[src/rtl/can_rx_bit_destuff_if.sv]
// Sample-point bus between the bit timing logic, the de-stuffer and the receive FSM.
// Carries the sampled bit stream in and the stuff flags and stuff count out.
interface can_rx_bit_destuff_if;
    logic       sample_point_i;
    logic       sampled_bit_i;
    logic       destuff_en_i;
    logic       fixed_stuff_i;
    logic       bit_de_stuff_o;
    logic       stuff_err_o;
    logic [2:0] stuff_cnt_gray_o;
    logic       stuff_parity_o;

    modport master (
        output sample_point_i,
        output sampled_bit_i,
        output destuff_en_i,
        output fixed_stuff_i,
        input  bit_de_stuff_o,
        input  stuff_err_o,
        input  stuff_cnt_gray_o,
        input  stuff_parity_o
    );

    modport slave (
        input  sample_point_i,
        input  sampled_bit_i,
        input  destuff_en_i,
        input  fixed_stuff_i,
        output bit_de_stuff_o,
        output stuff_err_o,
        output stuff_cnt_gray_o,
        output stuff_parity_o
    );
endinterface

[src/rtl/can_rx_bit_destuff.sv]
// CAN receive bit de-stuffer: flags dynamic and FD fixed stuff bits at the sample point,
// reports stuff violations once per frame and exports the Gray-coded dynamic stuff count.
//
// state     | meaning
// ----------+-------------------------------------------------------------
// ST_RUN    | tracking bit runs, stuff bits flagged and checked
// ST_LOCKED | stuff error seen this frame; everything held until enable drops
module can_rx_bit_destuff #(
    parameter int STUFF_LEN = 5
) (
    input  logic                  clk_i,
    input  logic                  rst_i,
    can_rx_bit_destuff_if.slave   bus
);

    localparam logic [2:0] STUFF_LEN_C = 3'(STUFF_LEN);
    localparam logic [2:0] FIXED_LAST  = 3'd4;

    typedef enum logic {
        ST_RUN    = 1'b0,
        ST_LOCKED = 1'b1
    } state_t;

    state_t     state_q, state_d;
    logic       prev_bit_q, prev_bit_d;
    logic [2:0] same_cnt_q, same_cnt_d;
    logic [2:0] fixed_cnt_q, fixed_cnt_d;
    logic [2:0] dyn_cnt_q, dyn_cnt_d;
    logic       stuff_err_q, stuff_err_d;

    logic       stuff_pos;
    logic       bit_differs;
    logic       accept_bit;

    // The fixed-stuff position takes precedence over a pending dynamic stuff position.
    assign stuff_pos   = bus.fixed_stuff_i ? (fixed_cnt_q == 3'd0)
                                           : (same_cnt_q == STUFF_LEN_C);
    assign bit_differs = (bus.sampled_bit_i != prev_bit_q);
    assign accept_bit  = bus.destuff_en_i & bus.sample_point_i & (state_q == ST_RUN);

    always_ff @(posedge clk_i) begin
        if (rst_i) begin
            state_q     <= ST_RUN;
            prev_bit_q  <= 1'b1;
            same_cnt_q  <= 3'd0;
            fixed_cnt_q <= 3'd0;
            dyn_cnt_q   <= 3'd0;
            stuff_err_q <= 1'b0;
        end else begin
            state_q     <= state_d;
            prev_bit_q  <= prev_bit_d;
            same_cnt_q  <= same_cnt_d;
            fixed_cnt_q <= fixed_cnt_d;
            dyn_cnt_q   <= dyn_cnt_d;
            stuff_err_q <= stuff_err_d;
        end
    end

    always_comb begin
        state_d     = state_q;
        prev_bit_d  = prev_bit_q;
        same_cnt_d  = same_cnt_q;
        fixed_cnt_d = fixed_cnt_q;
        dyn_cnt_d   = dyn_cnt_q;
        stuff_err_d = 1'b0;

        if (!bus.destuff_en_i) begin
            state_d     = ST_RUN;
            prev_bit_d  = 1'b1;
            same_cnt_d  = 3'd0;
            fixed_cnt_d = 3'd0;
            dyn_cnt_d   = 3'd0;
        end else if (accept_bit) begin
            if (stuff_pos && !bit_differs) begin
                state_d     = ST_LOCKED;
                stuff_err_d = 1'b1;
            end else if (bus.fixed_stuff_i) begin
                prev_bit_d = bus.sampled_bit_i;
                if (stuff_pos) begin
                    fixed_cnt_d = 3'd1;
                end else if (fixed_cnt_q == FIXED_LAST) begin
                    fixed_cnt_d = 3'd0;
                end else begin
                    fixed_cnt_d = fixed_cnt_q + 3'd1;
                end
            end else if (stuff_pos) begin
                same_cnt_d = 3'd1;
                prev_bit_d = bus.sampled_bit_i;
                dyn_cnt_d  = dyn_cnt_q + 3'd1;
            end else if ((same_cnt_q != 3'd0) && !bit_differs) begin
                same_cnt_d = same_cnt_q + 3'd1;
            end else begin
                // First bit after enable lands here because same_cnt is still zero.
                same_cnt_d = 3'd1;
                prev_bit_d = bus.sampled_bit_i;
            end
        end
    end

    assign bus.bit_de_stuff_o   = bus.destuff_en_i & (state_q == ST_RUN) & stuff_pos;
    assign bus.stuff_err_o      = stuff_err_q;
    assign bus.stuff_cnt_gray_o = dyn_cnt_q ^ (dyn_cnt_q >> 1);
    assign bus.stuff_parity_o   = ^bus.stuff_cnt_gray_o;

endmodule

[src/flat_wrapper.sv]
// flat-port wrapper written by rule: the top's interface ports become plain ports
module can_rx_bit_destuff_flat 
#(
    parameter int STUFF_LEN = 5
)
  (clk_i, rst_i, bus_sample_point_i, bus_sampled_bit_i, bus_destuff_en_i, bus_fixed_stuff_i, bus_bit_de_stuff_o, bus_stuff_err_o, bus_stuff_cnt_gray_o, bus_stuff_parity_o);
  can_rx_bit_destuff_if bus_i ();
  input  logic clk_i;
  input  logic rst_i;
  input wire logic [$bits(bus_i.sample_point_i)-1:0] bus_sample_point_i;
  input wire logic [$bits(bus_i.sampled_bit_i)-1:0] bus_sampled_bit_i;
  input wire logic [$bits(bus_i.destuff_en_i)-1:0] bus_destuff_en_i;
  input wire logic [$bits(bus_i.fixed_stuff_i)-1:0] bus_fixed_stuff_i;
  output wire logic [$bits(bus_i.bit_de_stuff_o)-1:0] bus_bit_de_stuff_o;
  output wire logic [$bits(bus_i.stuff_err_o)-1:0] bus_stuff_err_o;
  output wire logic [$bits(bus_i.stuff_cnt_gray_o)-1:0] bus_stuff_cnt_gray_o;
  output wire logic [$bits(bus_i.stuff_parity_o)-1:0] bus_stuff_parity_o;
  assign bus_i.sample_point_i = bus_sample_point_i;
  assign bus_i.sampled_bit_i = bus_sampled_bit_i;
  assign bus_i.destuff_en_i = bus_destuff_en_i;
  assign bus_i.fixed_stuff_i = bus_fixed_stuff_i;
  assign bus_bit_de_stuff_o = bus_i.bit_de_stuff_o;
  assign bus_stuff_err_o = bus_i.stuff_err_o;
  assign bus_stuff_cnt_gray_o = bus_i.stuff_cnt_gray_o;
  assign bus_stuff_parity_o = bus_i.stuff_parity_o;
  can_rx_bit_destuff #(.STUFF_LEN(STUFF_LEN)) u_core (.clk_i(clk_i), .rst_i(rst_i), .bus(bus_i));
endmodule
[config.mk]
export PLATFORM = sky130hd
export DESIGN_NAME = can_rx_bit_destuff_flat
export DESIGN_NICKNAME = d
export VERILOG_FILES = /design/src/rtl/can_rx_bit_destuff_if.sv /design/src/rtl/can_rx_bit_destuff.sv /design/src/flat_wrapper.sv
export SDC_FILE = /design/constraint.sdc
export NUM_CORES = 1
export LEC_CHECK = 0
export ABC_AREA = 1
export CAP_MARGIN = 10
export CORE_MARGIN = 4
export CORE_UTILIZATION = 40
export CTS_CLUSTER_DIAMETER = 60
export DETAILED_ROUTE_END_ITERATION = 8
export PLACE_DENSITY_LB_ADDON = 0.1
export SLEW_MARGIN = 20
export SYNTH_ARGS = -nofsm -noshare
export SYNTH_HDL_FRONTEND = slang
export SYNTH_SLANG_ARGS = --single-unit
[constraint.sdc]
create_clock -name clk_i -period 2.34 [get_ports clk_i]
set_input_delay 0.468 -clock clk_i [delete_from_list [all_inputs] [get_ports clk_i]]
set_output_delay 0.468 -clock clk_i [all_outputs]
set_load 0.05 [all_outputs]
Yosys cells after proc, flatten, opt, wreduce, memory -nomap -nowiden. Cells that the tools add are included.

Memories kept: 0. Bits in read-only memories: 0. Bits in latches: 0. Word-level logic and storage cells: 45. Register bits after elaboration: 12. RAM bits: 0. Input port bits: 6.

Bitwise operators: 10. Multipliers: 0. Add/sub/neg operators: 3. Shifts and indexed selects: 0. Equal/unequal tests: 4. $lt $le $gt $ge: 0. Divide/modulo/power cells: 0. Mux-type cells: 9. Reductions and logical operators: 13.

Operators with widths (count): 3-bit two-way mux (4); 3-bit by 1-bit adder with 3-bit output (second input constant) (3); 3-bit AND reduction (3); 3-bit == test (second input constant) (2); 1-bit two-way mux (5); 1-bit inverter (5); 1-bit AND (4); 4-bit AND reduction (1); 3-bit logical NOT (1); 3-bit by 2-bit inequality test with 1-bit output (second input constant) (1); 3-bit nonzero test (1); 3-bit OR reduction (1); 3-bit parity (1); 3-bit by 2-bit bitwise XOR with 3-bit output (1); 1-bit logical AND (2); 2-bit AND reduction (1); 2-bit OR reduction (1); 1-bit logical NOT (1); 1-bit inequality test (1).

Longest topological paths before layout. Gate-level depths: netlist of the first run.

Depth in word-level cells: 6. Gate-level depth with buffers: 9. Gate-level depth less buffers: 9.

Worst setup path after synthesis of the first run. No wires, ideal clock.

Path kind: register -> output. From: register u_core.fixed_cnt_q[0]. To: output port bus_bit_de_stuff_o. Setup slack: 0.036 ns. Data required time: 1.872 ns. Stages on the path, launching flop included: 7. Data arrival time: 1.836 ns. Path through: dfxtp_1 -> inv_1 -> ha_1 -> nand3_2 -> nand2_4 -> inv_2 -> nor3_1.

Word-level cells in the longest chain between the ends: 3.

RTL lines: from (decl) (RTL line can_rx_bit_destuff.sv:27) `logic [2:0] fixed_cnt_q, fixed_cnt_d;`; from (signal assigned) (RTL line can_rx_bit_destuff.sv:53) `fixed_cnt_q <= fixed_cnt_d;`; 3-bit logical NOT (RTL line can_rx_bit_destuff.sv:36) `assign stuff_pos = bus.fixed_stuff_i ? (fixed_cnt_q == 3'd0)`; 1-bit two-way mux (RTL line can_rx_bit_destuff.sv:36); 1-bit AND (RTL line can_rx_bit_destuff.sv:100) `assign bus.bit_de_stuff_o = bus.destuff_en_i & (state_q == ST_RUN) & stuff_pos;`; to (decl) (RTL line flat_wrapper.sv:14) `output wire logic [$bits(bus_i.bit_de_stuff_o)-1:0] bus_bit_de_stuff_o;`.

Every way passes these cells.

Final worst setup path of the first run.
From: input port bus_fixed_stuff_i. To: output port bus_bit_de_stuff_o.

Word-level cells in the longest chain between the ends: 2.

RTL lines: from (decl) (RTL line flat_wrapper.sv:13) `input wire logic [$bits(bus_i.fixed_stuff_i)-1:0] bus_fixed_stuff_i;`; 1-bit two-way mux (RTL line can_rx_bit_destuff.sv:36); 1-bit AND (RTL line can_rx_bit_destuff.sv:100).

Every way passes these cells.

==> summary.txt, run 1 <==
Status
  • Status: completed

Synth
  • Mapped Nets: 114
  • Asr flop ratio synth: 0
  • Cell taking the most area after synthesis: dfxtp_1
  • Primary FF master, synth: dfxtp_1
  • Count leader, synth: nand2_1
  • Synthesized area: 734 um2
  • Number of synthesized flops with an enable pin: 0
  • Register area share after synthesis: 0.327
  • Synth area leaders: dfxtp_1, nand2_1, ha_1
  • Post-Syn Instances: 102
  • Average size of a mapped cell: 7.20 um2
  • Netlist cell types: 19
  • Synthesized flop and latch total: 12
  • Synth top area share: 0.327
  • Synth top cells by count: nand2_1, inv_1, dfxtp_1
  • Synth warnings: 0

Die
  • Starting density of the core: 0.425
  • Number of top-level pins: 12
  • Site row count: 15
  • Core area: 0.00173 mm2
  • Die footprint: 0.00259 mm2
  • Die width: 50.9 um
  • Chip Height: 50.9 um

Layout
  • Area of the multi-input gates: 419 um2
  • Area delta synth->final: 25.0%
  • Fraction of final layout cells sized beyond drive strength 1: 0.121
  • Storage element area: 240 um2
  • Layout fillers: 168
  • Number of antenna diodes: 0
  • Final #Nets: 129
  • Final Util: 0.532

Placement
  • DP Worst Slack: 115 ps
  • DP HPWL: 1130 um
  • Routability congestion estimate: 0.750
  • IO Port Bufs: 11

Power
  • Logic pwr share: 0.145
  • Clock Power Share: 0.386
  • Leakage power: 0.425 nW
  • Pint: 0.000326 W
  • Flop pwr share: 0.470
  • Switch Pwr: 0.000117 W
  • Switch share: 0.264
  • Maximum vdd drop: 0.000233 V
  • PwrDens: 482 mW/mm2

STA
  • Slew HR: 0.669
  • Fin Setup TNS: 0 ps
  • Tcrit/Tclk final: 0.950
  • Final Skew: 6.06 ps
  • Final Max Slew Viols: 0
  • Worst-margin pin slew: 495 ps
  • Final hold violation count: 0
  • RSZ-0062 raised after global routing: no
  • Final Setup Violations: 0
  • Max Clk Rate: 450 MHz
  • Final min period: 2220 ps
  • Final WS setup: 118 ps

Critical path
  • Reg2reg start: u_core.fixed_cnt_q[0]$_SDFFE_PP0P_
  • WP data required: 1870 ps
  • Worst setup EP type: output port
  • Setup CP Type: in -> out
  • Startpoint Class: input pin
  • Critical Path Source: bus_fixed_stuff_i
  • Crit path max fanout: 8
  • Worst EP arrival: 1750 ps

GRT
  • Largest net degree at the start of global routing: 9
  • Vias in the first global route: 614
  • Initial antenna violation count: 0
  • Total GRT Usage: 0.138
  • First-pass GRT wire length: 2690 um
  • Total congestion overflow: 0

Clock network
  • H-tree levels: 1
  • Hold Buf Count CTS: 0
  • Clk root buf: clkbuf_4
  • Clock slew at reported path FFs: 80 ps
  • Post-CTS setup buffers: 0
  • Clock buffer count from CTS: 3
  • Worst-case clock buffer depth: 2
  • Skew-Pair Late Insertion Delay: 280 ps
  • Post-CTS Resized: 0
  • CTS tree: yes
  • Num Clock Sinks: 12

Detailed routing
  • Final ANT Viol Nets: 0
  • Initial drt markers: 9
  • Wire length per cell: 10.4 um
  • Final WL: 1470 um
  • Router iterations before antenna repair: 4
  • Drt via density: 4.76
  • Drc violations: 0
  • Via count: 671

Flow run
  • Max-capacitance violation count: 0

Hold path
  • Min-Delay Startpoint: u_core.dyn_cnt_q[1]$_SDFFE_PP0P_
  • Worst Hold Class: reg -> reg
## worst max-delay path, cell delays in order
cell and delay (ps):
clkdlybuf4s50_1 460, inv_1 90, nand3_2 80, nand2_4 140, inv_2 50, nor3_1 280
buf_12 190
## metrics by stage
| step | std cells | hold slack (ps) | total power [W] | instance area, um2 |
|---|---|---|---|---|
| floorplan | 102 | 450 | 0.000251 | 734 |
| global placement | 137 | 465 | 0.000276 | 882 |
| detailed placement | 137 | 467 | 0.000277 | 882 |
| CTS | 141 | 479 | 0.000449 | 918 |
| global route | 141 | 517 | 0.000464 | 918 |
| finish | 141 | 477 | 0.000443 | 918 |
## registers in the layout (all words and copies together) (netlist names)
register	count
u_core.bus.stuff_err_o	1
u_core.dyn_cnt_q	3
u_core.fixed_cnt_q	3
u_core.prev_bit_q	1
u_core.same_cnt_q	3
u_core.state_q	1
## path summary, 6_finish.rpt
check	to	slack [ps]	depth (start not counted)
min	u_core.dyn_cnt_q[1]$_SDFFE_PP0P_	480	2
max	bus_bit_de_stuff_o	120	7
max reg2reg	u_core.same_cnt_q[0]$_SDFFE_PP0P_	960	7
min reg2reg	u_core.dyn_cnt_q[1]$_SDFFE_PP0P_	480	2
## cell usage in the layout, fill, tap and decap left out
cell	n
and3_1	1
nand2_1	23
ha_1	6
nand4_1	4
nor3_1	1
o21ai_1	2
nor2_2	1
buf_12	1
clkbuf_4	3
a21oi_1	6
dfxtp_1	12
clkdlybuf4s50_1	10
clkbuf_8	1
buf_4	1
nand3_1	9
inv_1	16
nand3_4	1
xor2_1	3
nand3_2	3
nor2_1	9
nand2_4	2
inv_2	1
## cell type report
cell class                 count  area share
sequential                    12       0.262
tap                           25      0.0341
timing repair buffer          12       0.139
inverter                      17      0.0695
clock buffer                   4      0.0395
multi-input combinational     71       0.456
## cell families after synthesis
group / Yosys count / share of synthesized area
simple gates: 54 / 0.378
buf+inv: 19 / 0.102
flops: 12 / 0.327
compound gates: 8 / 0.0545
fa+ha+maj: 6 / 0.102
xor+xnor: 3 / 0.0358
## power by group through the flow
stage                     sequential, W  combinational, W  clock [W]
after floorplan                0.000214         0.0000378          0
after global placement         0.000213         0.0000633          0
after detailed placement       0.000213         0.0000642          0
after CTS                      0.000208         0.0000646   0.000176
after global routing           0.000208         0.0000705   0.000185
final                          0.000208         0.0000641   0.000171
## routing by layer
layer	track usage	wire, um	up-vias
met1	0.185	710	300
li1	-	-	354
met4	0.0807	34	0
met2	0.204	681	13
met3	0.0262	44	4
met5	0	0	-
Power figures use the tool's default switching activity.
==> inputs of run 2 (changes only) <==
Settings changed: DONT_BUFFER_PORTS set to 1.
==> run 2 against run 1 <==
Clock-buffer cell count did not move. Final area fell by 11%. Flip-flop and latch count did not move. Utilization fell by 5.7 points. Total power fell by 4.1%. Global-route usage fell by 1.8 points. Maximum frequency rose by 13%. Clock power barely moved. Largest cell class unchanged. Highest routed layer unchanged.
==> summary.txt, run 2 (same netlist as run 1, synthesis figures left out) <==
Detailed routing
  • Drc violations: 0 (unchanged)
  • Router iterations before antenna repair: 4 (unchanged)
  • Final WL: 1380 um (-5.9%)
  • Wire length per cell: 10.4 um (-0.19%)
  • Initial drt markers: 11 (+2)
  • Final ANT Viol Nets: 0 (unchanged)
  • Drt via density: 4.79 (+0.64%)
  • Via count: 637 (-5.1%)

Die
  • Site row count: 15 (unchanged)
  • Die width: 50.9 um (unchanged)
  • Chip Height: 50.9 um (unchanged)
  • Core area: 0.00173 mm2 (unchanged)
  • Number of top-level pins: 12 (unchanged)
  • Starting density of the core: 0.425 (unchanged)
  • Die footprint: 0.00259 mm2 (unchanged)

Layout
  • Storage element area: 240 um2 (unchanged)
  • Largest regs: u_core.dyn_cnt_q: 3 flops, u_core.fixed_cnt_q: 3 flops, u_core.same_cnt_q: 3 flops
  • Area of the multi-input gates: 419 um2 (unchanged)
  • Final Util: 0.475 (-0.0565)
  • Commonest non-fill, non-tap cell in the layout: nand2_1
  • Final #Nets: 121 (-6.2%)
  • Area delta synth->final: 11.8%
  • Fin area: 821 um2 (-11%)
  • Number of antenna diodes: 0 (unchanged)
  • Layout fillers: 191 (+14%)
  • Highest-count cells in the layout ignoring fill and taps: nand2_1, inv_1, dfxtp_1, nand3_1, nor2_1
  • Fraction of final layout cells sized beyond drive strength 1: 0.148 (+0.0275)

Clock network
  • Post-CTS Resized: 0 (unchanged)
  • Clock buffer count from CTS: 3 (unchanged)
  • CTS tree: yes
  • Post-CTS setup buffers: 0 (unchanged)
  • Num Clock Sinks: 12 (unchanged)
  • Worst-case clock buffer depth: 2 (unchanged)
  • H-tree levels: 1 (unchanged)
  • Skew-Pair Late Insertion Delay: 280 ps (about the same)
  • Clk root buf: clkbuf_4
  • Hold Buf Count CTS: 0 (unchanged)
  • Clock slew at reported path FFs: 80 ps (about the same)

GRT
  • Vias in the first global route: 589 (-4.1%)
  • Total congestion overflow: 0 (unchanged)
  • Total GRT Usage: 0.120 (-0.0181)
  • Largest net degree at the start of global routing: 9 (unchanged)
  • First-pass GRT wire length: 2350 um (-13%)
  • Initial antenna violation count: 0 (unchanged)

Critical path
  • R2r worst-path depth: 4 (-3)
  • Startpoint Class: register
  • WP data required: 1870 ps (about the same)
  • Worst EP arrival: 1500 ps (-250 ps)
  • Worst setup EP type: output port
  • Crit path max fanout: 8 (unchanged)
  • Setup CP Type: reg -> out

STA
  • Final Skew: 3.36 ps (-2.70 ps)
  • Max Clk Rate: 507 MHz (+13%)
  • Final WS setup: 369 ps (+251 ps)
  • Worst hold margin: 249 ps (-228 ps)
  • Tcrit/Tclk final: 0.842 (-0.107)
  • RSZ-0062 raised after global routing: no
  • Final Max Slew Viols: 0 (unchanged)
  • Slew HR: 0.673 (+0.00434)
  • Final hold violation count: 0 (unchanged)
  • Fin Setup TNS: 0 ps (unchanged)
  • Worst-margin pin slew: 489 ps (-5.62 ps)
  • Final min period: 1970 ps (-251 ps)
  • Final Setup Violations: 0 (unchanged)

Hold path
  • Worst Hold Class: in -> reg
  • Cell count of the worst hold path: 1 (-1)

Placement
  • Cell Area, Placed: 785 um2 (-11%)
  • IO Port Bufs: 0 (-11)
  • Routability congestion estimate: 0.754 (+0.49%)
  • DP Worst Slack: 660 ps (+544 ps)
  • DP HPWL: 1090 um (-3.2%)

Power
  • Maximum vdd drop: 0.000358 V (+54%)
  • Leakage power: 0.396 nW (-6.7%)
  • PwrDens: 517 mW/mm2 (+7.3%)

Flow run
  • Max-capacitance violation count: 0 (unchanged)

Status
  • Status: completed
==> run 2: cell types whose count changed in the layout (fill, tap and decap cells not counted), sizes merged <==
cell,change
clkdlybuf4s50,-10
buf,+2
==> run 2: per-layer routing <==
metal,routed length (um),track usage
met2,695,0.207
met3,49,0.0233
met1,611,0.132
met5,0,0
met4,29,0.0807
==> run 2: stage by stage <==
step / total power (W) / std cells
floorplan: 0.000251 / 102
global placement: 0.000260 / 129
detailed placement: 0.000261 / 129
CTS: 0.000427 / 133
global route: 0.000439 / 133
finish: 0.000425 / 133
==> run 2: worst max-delay path, stage by stage, from the launching register on <==
cell and delay [ps]:
dfxtp_1 320, inv_1 90, ha_1 180, nand3_2 100
nand2_4 130, inv_2 50, nor3_1 140, buf_4 230
==> run 2: worst paths after layout <==
kind | from | to | slack [ps]
min reg2reg | u_core.dyn_cnt_q[1]$_SDFFE_PP0P_ | u_core.dyn_cnt_q[1]$_SDFFE_PP0P_ | 480
max | u_core.fixed_cnt_q[0]$_SDFFE_PP0P_ | bus_bit_de_stuff_o | 370
max reg2reg | u_core.dyn_cnt_q[0]$_SDFFE_PP0P_ | u_core.dyn_cnt_q[1]$_SDFFE_PP0P_ | 930
min | rst_i | u_core.bus.stuff_err_o$_SDFF_PP0_ | 250
==> run 2: power breakdown <==
group | total, W | leakage, nW | switching [W] | internal [W]
logic | 0.0000463 | 0.278 | 0.0000332 | 0.0000131
registers | 0.000209 | 0.0969 | 0.00000270 | 0.000206
clock network | 0.000169 | 0.0210 | 0.0000746 | 0.0000947
==> run 2: area by class of cell <==
type                            count  area share
Multi-Input combinational cell     71       0.511
Sequential cell                    12       0.293
Inverter                           17      0.0777
Clock buffer                        4      0.0442
Tap cell                           25      0.0381
Timing Repair Buffer                4      0.0366
